File: config.mk
export PLATFORM = sky130hd
export DESIGN_NAME = sc_fifo_thrx_flat
export DESIGN_NICKNAME = d
export VERILOG_FILES = /design/src/rtl/sc_fifo_thrx_if.sv /design/src/rtl/sc_fifo_thrx.sv /design/src/flat_wrapper.sv
export SDC_FILE = /design/constraint.sdc
export NUM_CORES = 1
export LEC_CHECK = 0
export ABC_AREA = 1
export ABC_CLOCK_PERIOD_IN_PS = 7200
export CAP_MARGIN = 40
export CORE_MARGIN = 5
export CORE_UTILIZATION = 39
export CTS_CLUSTER_DIAMETER = 100
export DETAILED_ROUTE_END_ITERATION = 16
export PLACE_DENSITY_LB_ADDON = 0.15
export SYNTH_ARGS = -nofsm -noshare
export SYNTH_HDL_FRONTEND = slang
export SYNTH_SLANG_ARGS = --single-unit
export TNS_END_PERCENT = 30
File: constraint.sdc
create_clock -name clock -period 7.2 [get_ports clock]
set_input_delay 0.72 -clock clock [delete_from_list [all_inputs] [get_ports clock]]
set_output_delay 0.72 -clock clock [all_outputs]
set_load 0.005 [all_outputs]
File: src/rtl/sc_fifo_thrx_if.sv
// Bus bundle for the show-ahead threshold FIFO: write/read requests, thresholds,
// the error-clear strobe and every status output. Clock and reset stay outside.
interface sc_fifo_thrx_if #(
    parameter int LPM_WIDTH  = 16,
    parameter int LPM_WIDTHU = 5
);
    logic [LPM_WIDTH-1:0]  data;
    logic                  wrreq;
    logic                  rdreq;
    logic [LPM_WIDTHU-1:0] ae_thr;
    logic [LPM_WIDTHU-1:0] af_thr;
    logic                  err_clr;
    logic [LPM_WIDTH-1:0]  q;
    logic                  empty;
    logic                  full;
    logic                  almost_empty;
    logic                  almost_full;
    logic [LPM_WIDTHU-1:0] usedw;
    logic [LPM_WIDTHU-1:0] peak;
    logic                  overflow;
    logic                  underflow;

    // The producer/consumer side that drives requests and watches status
    modport master (
        output data, wrreq, rdreq, ae_thr, af_thr, err_clr,
        input  q, empty, full, almost_empty, almost_full, usedw, peak,
               overflow, underflow
    );

    // The FIFO itself
    modport slave (
        input  data, wrreq, rdreq, ae_thr, af_thr, err_clr,
        output q, empty, full, almost_empty, almost_full, usedw, peak,
               overflow, underflow
    );
endinterface

File: src/rtl/sc_fifo_thrx.sv
// Single-clock show-ahead FIFO with almost-empty/almost-full thresholds,
// peak fill tracking and sticky overflow/underflow flags.
// Optional fall-through path: define SC_FIFO_BYPASS_EN to let a word written
// into an empty FIFO appear on q (and be consumable) in the same cycle.
module sc_fifo_thrx #(
    parameter int LPM_WIDTH    = 16,
    parameter int LPM_NUMWORDS = 16,
    parameter int LPM_WIDTHU   = 5
) (
    input logic           clock,
    input logic           sclr_n,
    sc_fifo_thrx_if.slave bus
);
    localparam int PW = LPM_WIDTHU - 1;
    localparam logic [LPM_WIDTHU-1:0] DEPTH = LPM_WIDTHU'(LPM_NUMWORDS);

    logic [LPM_WIDTH-1:0]  mem [LPM_NUMWORDS];
    logic [PW-1:0]         wrPtr;
    logic [PW-1:0]         rdPtr;
    logic [PW-1:0]         nextRdPtr;
    logic [LPM_WIDTHU-1:0] usedwReg;
    logic [LPM_WIDTHU-1:0] usedwNext;
    logic [LPM_WIDTHU-1:0] peakReg;
    logic [LPM_WIDTHU-1:0] peakNext;
    logic [LPM_WIDTH-1:0]  headReg;
    logic                  overflowReg;
    logic                  underflowReg;
    logic                  emptyNow;
    logic                  fullNow;
    logic                  wrOk;
    logic                  rdOk;
    logic                  overflowEvent;
    logic                  underflowEvent;

    assign fullNow = (usedwReg == DEPTH);

`ifdef SC_FIFO_BYPASS_EN
    logic bypassActive;
    assign bypassActive = (usedwReg == '0) && bus.wrreq;
    assign emptyNow     = (usedwReg == '0) && !bus.wrreq;
    assign bus.q        = bypassActive ? bus.data : headReg;
`else
    assign emptyNow = (usedwReg == '0);
    assign bus.q    = headReg;
`endif

    assign rdOk           = bus.rdreq && !emptyNow;
    assign wrOk           = bus.wrreq && (!fullNow || rdOk);
    assign overflowEvent  = bus.wrreq && !wrOk;
    assign underflowEvent = bus.rdreq && emptyNow;
    assign nextRdPtr      = rdOk ? rdPtr + PW'(1) : rdPtr;

    assign bus.empty        = emptyNow;
    assign bus.full         = fullNow;
    assign bus.usedw        = usedwReg;
    assign bus.peak         = peakReg;
    assign bus.overflow     = overflowReg;
    assign bus.underflow    = underflowReg;
    assign bus.almost_empty = (usedwReg <= bus.ae_thr);
    assign bus.almost_full  = (usedwReg >= bus.af_thr);

    // Next fill level and running maximum; a lone write never hits a full
    // FIFO and a lone read never hits an empty one, so no wrap is possible
    always_comb begin
        usedwNext = usedwReg;
        if (wrOk && !rdOk) begin
            usedwNext = usedwReg + LPM_WIDTHU'(1);
        end else if (rdOk && !wrOk) begin
            usedwNext = usedwReg - LPM_WIDTHU'(1);
        end
        peakNext = (usedwNext > peakReg) ? usedwNext : peakReg;
    end

    // Control state: pointers, fill count, peak and sticky error flags
    always_ff @(posedge clock) begin
        if (!sclr_n) begin
            wrPtr        <= '0;
            rdPtr        <= '0;
            usedwReg     <= '0;
            peakReg      <= '0;
            overflowReg  <= 1'b0;
            underflowReg <= 1'b0;
        end else begin
            if (wrOk) begin
                wrPtr <= wrPtr + PW'(1);
            end
            rdPtr        <= nextRdPtr;
            usedwReg     <= usedwNext;
            peakReg      <= bus.err_clr ? '0 : peakNext;
            overflowReg  <= overflowEvent || (overflowReg && !bus.err_clr);
            underflowReg <= underflowEvent || (underflowReg && !bus.err_clr);
        end
    end

    // Storage array; never cleared, and writes are blocked while in reset
    always_ff @(posedge clock) begin
        if (sclr_n && wrOk) begin
            mem[wrPtr] <= bus.data;
        end
    end

    // Head register tracks the word at the next read pointer, forwarding the
    // incoming word when it lands exactly on that slot (empty or usedw=1 pop)
    always_ff @(posedge clock) begin
        if (wrOk && (wrPtr == nextRdPtr)) begin
            headReg <= bus.data;
        end else begin
            headReg <= mem[nextRdPtr];
        end
    end
endmodule

File: src/flat_wrapper.sv
// flat-port wrapper written by rule: the top's interface ports become plain ports
module sc_fifo_thrx_flat 
#(
    parameter int LPM_WIDTH    = 16,
    parameter int LPM_NUMWORDS = 16,
    parameter int LPM_WIDTHU   = 5
)
  (clock, sclr_n, bus_data, bus_wrreq, bus_rdreq, bus_ae_thr, bus_af_thr, bus_err_clr, bus_q, bus_empty, bus_full, bus_almost_empty, bus_almost_full, bus_usedw, bus_peak, bus_overflow, bus_underflow);
  sc_fifo_thrx_if #(.LPM_WIDTH(LPM_WIDTH), .LPM_WIDTHU(LPM_WIDTHU)) bus_i ();
  input logic clock;
  input logic sclr_n;
  input wire logic [$bits(bus_i.data)-1:0] bus_data;
  input wire logic [$bits(bus_i.wrreq)-1:0] bus_wrreq;
  input wire logic [$bits(bus_i.rdreq)-1:0] bus_rdreq;
  input wire logic [$bits(bus_i.ae_thr)-1:0] bus_ae_thr;
  input wire logic [$bits(bus_i.af_thr)-1:0] bus_af_thr;
  input wire logic [$bits(bus_i.err_clr)-1:0] bus_err_clr;
  output wire logic [$bits(bus_i.q)-1:0] bus_q;
  output wire logic [$bits(bus_i.empty)-1:0] bus_empty;
  output wire logic [$bits(bus_i.full)-1:0] bus_full;
  output wire logic [$bits(bus_i.almost_empty)-1:0] bus_almost_empty;
  output wire logic [$bits(bus_i.almost_full)-1:0] bus_almost_full;
  output wire logic [$bits(bus_i.usedw)-1:0] bus_usedw;
  output wire logic [$bits(bus_i.peak)-1:0] bus_peak;
  output wire logic [$bits(bus_i.overflow)-1:0] bus_overflow;
  output wire logic [$bits(bus_i.underflow)-1:0] bus_underflow;
  assign bus_i.data = bus_data;
  assign bus_i.wrreq = bus_wrreq;
  assign bus_i.rdreq = bus_rdreq;
  assign bus_i.ae_thr = bus_ae_thr;
  assign bus_i.af_thr = bus_af_thr;
  assign bus_i.err_clr = bus_err_clr;
  assign bus_q = bus_i.q;
  assign bus_empty = bus_i.empty;
  assign bus_full = bus_i.full;
  assign bus_almost_empty = bus_i.almost_empty;
  assign bus_almost_full = bus_i.almost_full;
  assign bus_usedw = bus_i.usedw;
  assign bus_peak = bus_i.peak;
  assign bus_overflow = bus_i.overflow;
  assign bus_underflow = bus_i.underflow;
  sc_fifo_thrx #(.LPM_WIDTH(LPM_WIDTH), .LPM_NUMWORDS(LPM_NUMWORDS), .LPM_WIDTHU(LPM_WIDTHU)) u_core (.clock(clock), .sclr_n(sclr_n), .bus(bus_i));
endmodule
Word-level counts from Yosys, hierarchy flattened:

Memory sizes are Yosys's and may differ from the RTL's.
Index checks and enable logic that the tools add are counted.

* register bits after elaboration: 36
* memory bits (writable): 256
* input bits: 31
* output and inout port bits: 32
* memories: 1

Memory list
* u_core.mem: depth 16, width 16, read ports 1, clocked after Yosys merged registers in 0, write ports 1, RTL line sc_fifo_thrx.sv:17 `logic [LPM_WIDTH-1:0] mem [LPM_NUMWORDS];`

* add/sub/neg operators: 4
* magnitude comparators: 3
* equal/unequal tests: 2
* multiplexer cells: 6
* bitwise logic cells: 1
* reduce and logical (&&, ||, !) cells: 20

Operator list (number)
* 16-bit 2-to-1 mux: 1
* 1-bit logical AND: 10
* 5-bit 2-to-1 mux: 2
* 4-bit by 1-bit adder with 4-bit output, second input constant: 2
* 5-bit by 1-bit adder with 5-bit output, second input constant: 1
* 5-bit equality test, second input constant: 1
* 5-bit >= comparator: 1
* 5-bit > comparator: 1
* 5-bit less-or-equal comparator: 1
* 1-bit zero test: 5
* 5-bit zero test: 1
* 5-bit by 1-bit subtractor with 5-bit output, second input constant: 1
* 4-bit equality test: 1
* 4-bit 2-to-1 mux: 1
* 1-bit logical OR: 3
* 1-bit 2-to-1 mux: 2
* 2-bit OR reduction: 1
* 1-bit inverter: 1

Logic depth before layout (Yosys ltp):

* word-level depth: 10
* depth in mapped cells: 21

Least setup slack after synthesis:

No wires, ideal clock.

* path type: reg2reg
* start: register u_core.usedwReg[0], in the netlist u_core.bus.usedw[0]
* end: register u_core.peakReg[0], in the netlist u_core.bus.peak[0]
* data arrival time: 2.697 ns
* data required time: 7.085 ns
* path slack: 4.388 ns
* cell stages (with the launch flop): 22
* clock period less this slack: 2.812 ns
* cell sequence: dfxtp_1 inv_1 ha_1 nand2_1 nor2_1 nand2_1 nand2_1 inv_1 nand2_1 nand2_1 o21ai_0 xor2_1 ha_1 nand2_1 inv_1 o21ai_0 o211ai_1 nand2_1 inv_1 o21a_1 o21ai_0 inv_1

RTL lines
* start, declared: RTL line sc_fifo_thrx.sv:21 `logic [LPM_WIDTHU-1:0] usedwReg;`
* start signal, assigned: RTL line sc_fifo_thrx.sv:88 `usedwReg <= usedwNext;`
* 5-bit equality test (*): RTL line sc_fifo_thrx.sv:35 `assign fullNow = (usedwReg == DEPTH);`
* via bus_full: RTL line flat_wrapper.sv:20 `output wire logic [$bits(bus_i.full)-1:0] bus_full;`
* 1-bit zero test (*): RTL line sc_fifo_thrx.sv:48 `assign wrOk = bus.wrreq && (!fullNow || rdOk);`
* 1-bit logical OR (*): RTL line sc_fifo_thrx.sv:48
* 1-bit logical AND (*): RTL line sc_fifo_thrx.sv:48
* 1-bit zero test: RTL line sc_fifo_thrx.sv:68 `end else if (rdOk && !wrOk) begin`
* 1-bit logical AND: RTL line sc_fifo_thrx.sv:68
* 5-bit 2-to-1 mux: RTL line sc_fifo_thrx.sv:68
* 5-bit 2-to-1 mux (*): RTL line sc_fifo_thrx.sv:66 `if (wrOk && !rdOk) begin`
* via u_core.usedwNext[2]: RTL line sc_fifo_thrx.sv:22 `logic [LPM_WIDTHU-1:0] usedwNext;`
* 5-bit > comparator (*): RTL line sc_fifo_thrx.sv:71 `peakNext = (usedwNext > peakReg) ? usedwNext : peakReg;`
* end signal, assigned: RTL line sc_fifo_thrx.sv:89 `peakReg <= bus.err_clr ? '0 : peakNext;`
* end, declared: RTL line sc_fifo_thrx.sv:23 `logic [LPM_WIDTHU-1:0] peakReg;`

Mark *: on every way through the listed nets, which the timed path passes. The rest lies on a longest branch.
A chain may end at the register's enable or synchronous reset.

Worst setup path after layout:

* start: register u_core.usedwReg[0], in the netlist u_core.bus.usedw[0]
* end: register u_core.headReg[13], in the netlist u_core.bus.q[13]

* longest elaborated chain between the ends: 7

Ends and longest elaborated chain
* branches (longest 6 deep; another with memory 16 x 16 bit)
* 16-bit 2-to-1 mux (*): RTL line sc_fifo_thrx.sv:105 `if (wrOk && (wrPtr == nextRdPtr)) begin`
* end signal, assigned: RTL line sc_fifo_thrx.sv:106 `headReg <= bus.data;`
* end signal, assigned: RTL line sc_fifo_thrx.sv:108 `headReg <= mem[nextRdPtr];`
* end, declared: RTL line sc_fifo_thrx.sv:25 `logic [LPM_WIDTH-1:0] headReg;`

Mark *: on every way between the ends.

==> flow_metrics.py <==
metrics = {
    "die": {
        "rows": 67,
        "ios": 63,
        "fp.dieArea_um2": 37900,
        "die_h_um": 195,
        "core-area_um2": 33600,
        "start_util_pct": 39.6,
        "die_x_um": 195,
    },
    "placed_design": {
        "gp_congestion": 0.772,
        "port_buffers": 62,
        "place_ws_ns": 2.62,
        "dpl.hpwl_mm": 20.9,
    },
    "routing": {
        "postRouteAntennaNets": 0,
        "dr.pass1.iters": 4,
        "vias": 9335,
        "drc": 0,
        "viasPerCell": 5.11,
        "post_drt_wl_per_cell_um": 19.4,
        "dr.first_iter.drc_count": 664,
        "postRouteWirelength_mm": 35.5,
    },
    "timing": {
        "finalHoldViolations": 0,
        "layout_worst_path_cycle_share_pct": 59.2,
        "rsz0062_at_grt": "false",
        "fin_tns_setup_ns": 0,
        "slew-limit-headroom_pct": 37.2,
        "finalSetupViolations": 0,
        "fin_crit_ns": 4.27,
        "clock.fmax_mhz": 234,
        "setup_ws_ns": 2.93,
        "worst_pin_slew_ns": 0.941,
        "finClkSkew_ns": 0.0122,
        "slew_viol_final": 0,
    },
    "clocking": {
        "h-tree-depth": 1,
        "clock_latency_ns": 0.55,
        "clock_path_buffers": 3,
        "postCtsResizedCells": 0,
        "root_buffer": "clkbuf_16",
        "cts_tree": "built",
        "hold_buffers": 0,
        "clkSlewWorstSetupHoldPaths_ns": 0.06,
        "cts_buffers": 30,
        "post_cts_buffers": 0,
        "cts_sinks": 292,
    },
    "setup_path": {
        "path_cells": "inv_1 -> ha_1 -> nand3_2 -> nand3_4 -> nand2_4 -> o22ai_1 -> nor2_2 -> nand3_4 -> nand2_1 -> nand2_1",
        "crit_type": "flop to flop",
        "critPathTopFamily": "simple AND/OR/NAND/NOR gates",
        "arrival_ns": 4.71,
        "worst-endpoint-required_ns": 7.64,
        "end_kind": "flop",
        "critPathBufInv": 1,
        "worstPathMaxFanout": 63,
        "max_stage_delay_ns": 0.85,
        "crit_slowest_cell": "nand2_4",
        "startpoint_type": "flop",
    },
    "grt": {
        "grt_pass1_wl_mm": 54.2,
        "grt_use_total_pct": 18.2,
        "grt_max_degree": 76,
        "grt_overflow_total": 0,
        "grt_pass1_vias": 8915,
        "antenna_found_initial": 3,
    },
    "synth": {
        "synth_area_um2": 13300,
        "synth_seq_area_share_pct": 63.2,
        "synth.most_common_cell": "nand3_1",
        "synth_seq_cells": 292,
        "ys_async_sr_fraction_pct": 0,
        "synth_edf_count": 256,
        "synth_top_area_cell": "edfxtp_1",
        "synth.yosys.warnings": 0,
        "synth_top_cell_area_share_pct": 57.8,
        "synth_area_leaders": "edfxtp_1 (58%), nand3_1 (11%), inv_1 (6.7%), nand2_1 (5.8%), dfxtp_1 (5.4%)",
        "synth_top_flop_cell": "edfxtp_1",
        "synth_area_per_cell_um2": 10.2,
        "netlist_instances": 1300,
        "netlist-cell-type-count": 35,
        "syn_nets": 1353,
        "synthTopCellsByCount": "nand3_1 (294), edfxtp_1 (256), inv_1 (239), nand2_1 (206), nand3b_1 (64)",
    },
    "worst_hold_path": {
        "hp-class": "flop to flop",
    },
    "pwr": {
        "power.density_nw_per_um2": 390,
        "leakage_nw": 6.34,
        "peakVddDrop_mv": 0.310,
    },
    "finish": {
        "area_growth_pct": 16.7,
        "diodes": 0,
        "drive_gt1_share_pct": 7.32,
        "nNetsFinal": 1408,
    },
    "job": {
        "drv_cap": 0,
    },
    "status": {
        "status": "complete, no violations",
    },
}
==> placed cells by master, fill, tap and decap left out, types with 22 or more instances in the layout <==
cell and n:
clkbuf_16 31, clkdlybuf4s50_1 62, inv_1 239, nand2_1 203, edfxtp_1 256, nand3b_1 64, buf_4 25, ha_1 22
nand3_1 293, dfxtp_1 36
==> worst register-to-register path, delay by kind of cell (launching register included) <==
kind	cells	cell delay, ns
AOI/OAI and AO/OA	1	0.21
adders and majority gates	1	0.26
buffers and inverters	1	0.15
DFF	1	0.42
and+or+nand+nor	7	3.11
==> final cells by class <==
cell class	count	area (µm²)
fill	3099	18100
sequential	292	8410
multi-input combinational	698	3800
timing repair buffer	93	917
inverter	240	903
clock buffer	47	856
tap	448	561
clock inverter	9	93.8
==> state kept, by name (all words and copies together), names as in the netlist <==
register	cells
u_core.bus.q	16
u_core.rdPtr	4
u_core.wrPtr	4
u_core.bus.usedw	5
u_core.bus.peak	5
u_core.mem	256
u_core.bus.underflow	1
u_core.bus.overflow	1
==> power breakdown <==
group          switching (mW)  total [mW]  internal, mW
clock                   0.628        1.51         0.883
sequential             0.0925        2.04          1.94
combinational            1.66        2.51         0.843
total                    2.39        6.05          3.67
==> per-layer routing <==
layer | vias to the layer above | share of wire (%) | global-route usage, %
li1 | 4476 | - | -
met1 | 4523 | 46 | 26.4
met2 | 275 | 45 | 28.1
met3 | 55 | 6.4 | 3.48
met4 | 6 | 2.4 | 4.89
met5 | - | 0.12 | 0
==> through the flow <==
step	hold WS, ns	instances	area (µm²)	utilization (%)	power (mW)
6_report	0.478	1827	15500	46.2	6.05
5_1_grt	0.502	1827	15500	46.2	6.48
4_1_cts	0.475	1827	15500	46.2	6.11
3_5_place_dp	0.456	1771	14600	43.4	4.58
3_3_place_gp	0.453	1762	14500	43.0	4.50
2_1_floorplan	0.452	1300	13300	-	3.71
==> worst paths after layout <==
check	slack [ns]	endpoint	from	cells after the start
hold / removal	0.48	u_core.bus.overflow	u_core.bus.overflow	2
setup / recovery	2.93	u_core.bus.q[13]	u_core.bus.usedw[0]	10
hold reg to reg	0.48	u_core.bus.overflow	u_core.bus.overflow	2
setup reg to reg	2.93	u_core.bus.q[13]	u_core.bus.usedw[0]	10
==> cell families (layout without fill, tap and decap cells) <==
kind of cell             count (synthesis)  after routing  share of synthesized area [%]
multiplexers                             1              1                         0.0752
AND/OR/NAND/NOR                        628            628                           23.1
flip-flops                             292            292                           63.2
buffers and inverters                  310            389                           9.14
AO/OA/AOI/OAI                           39             39                           1.81
adder cells (fa/ha/maj)                 22             22                           2.07
XOR/XNOR                                 8              8                          0.668
(Power assumes the default switching activity.)
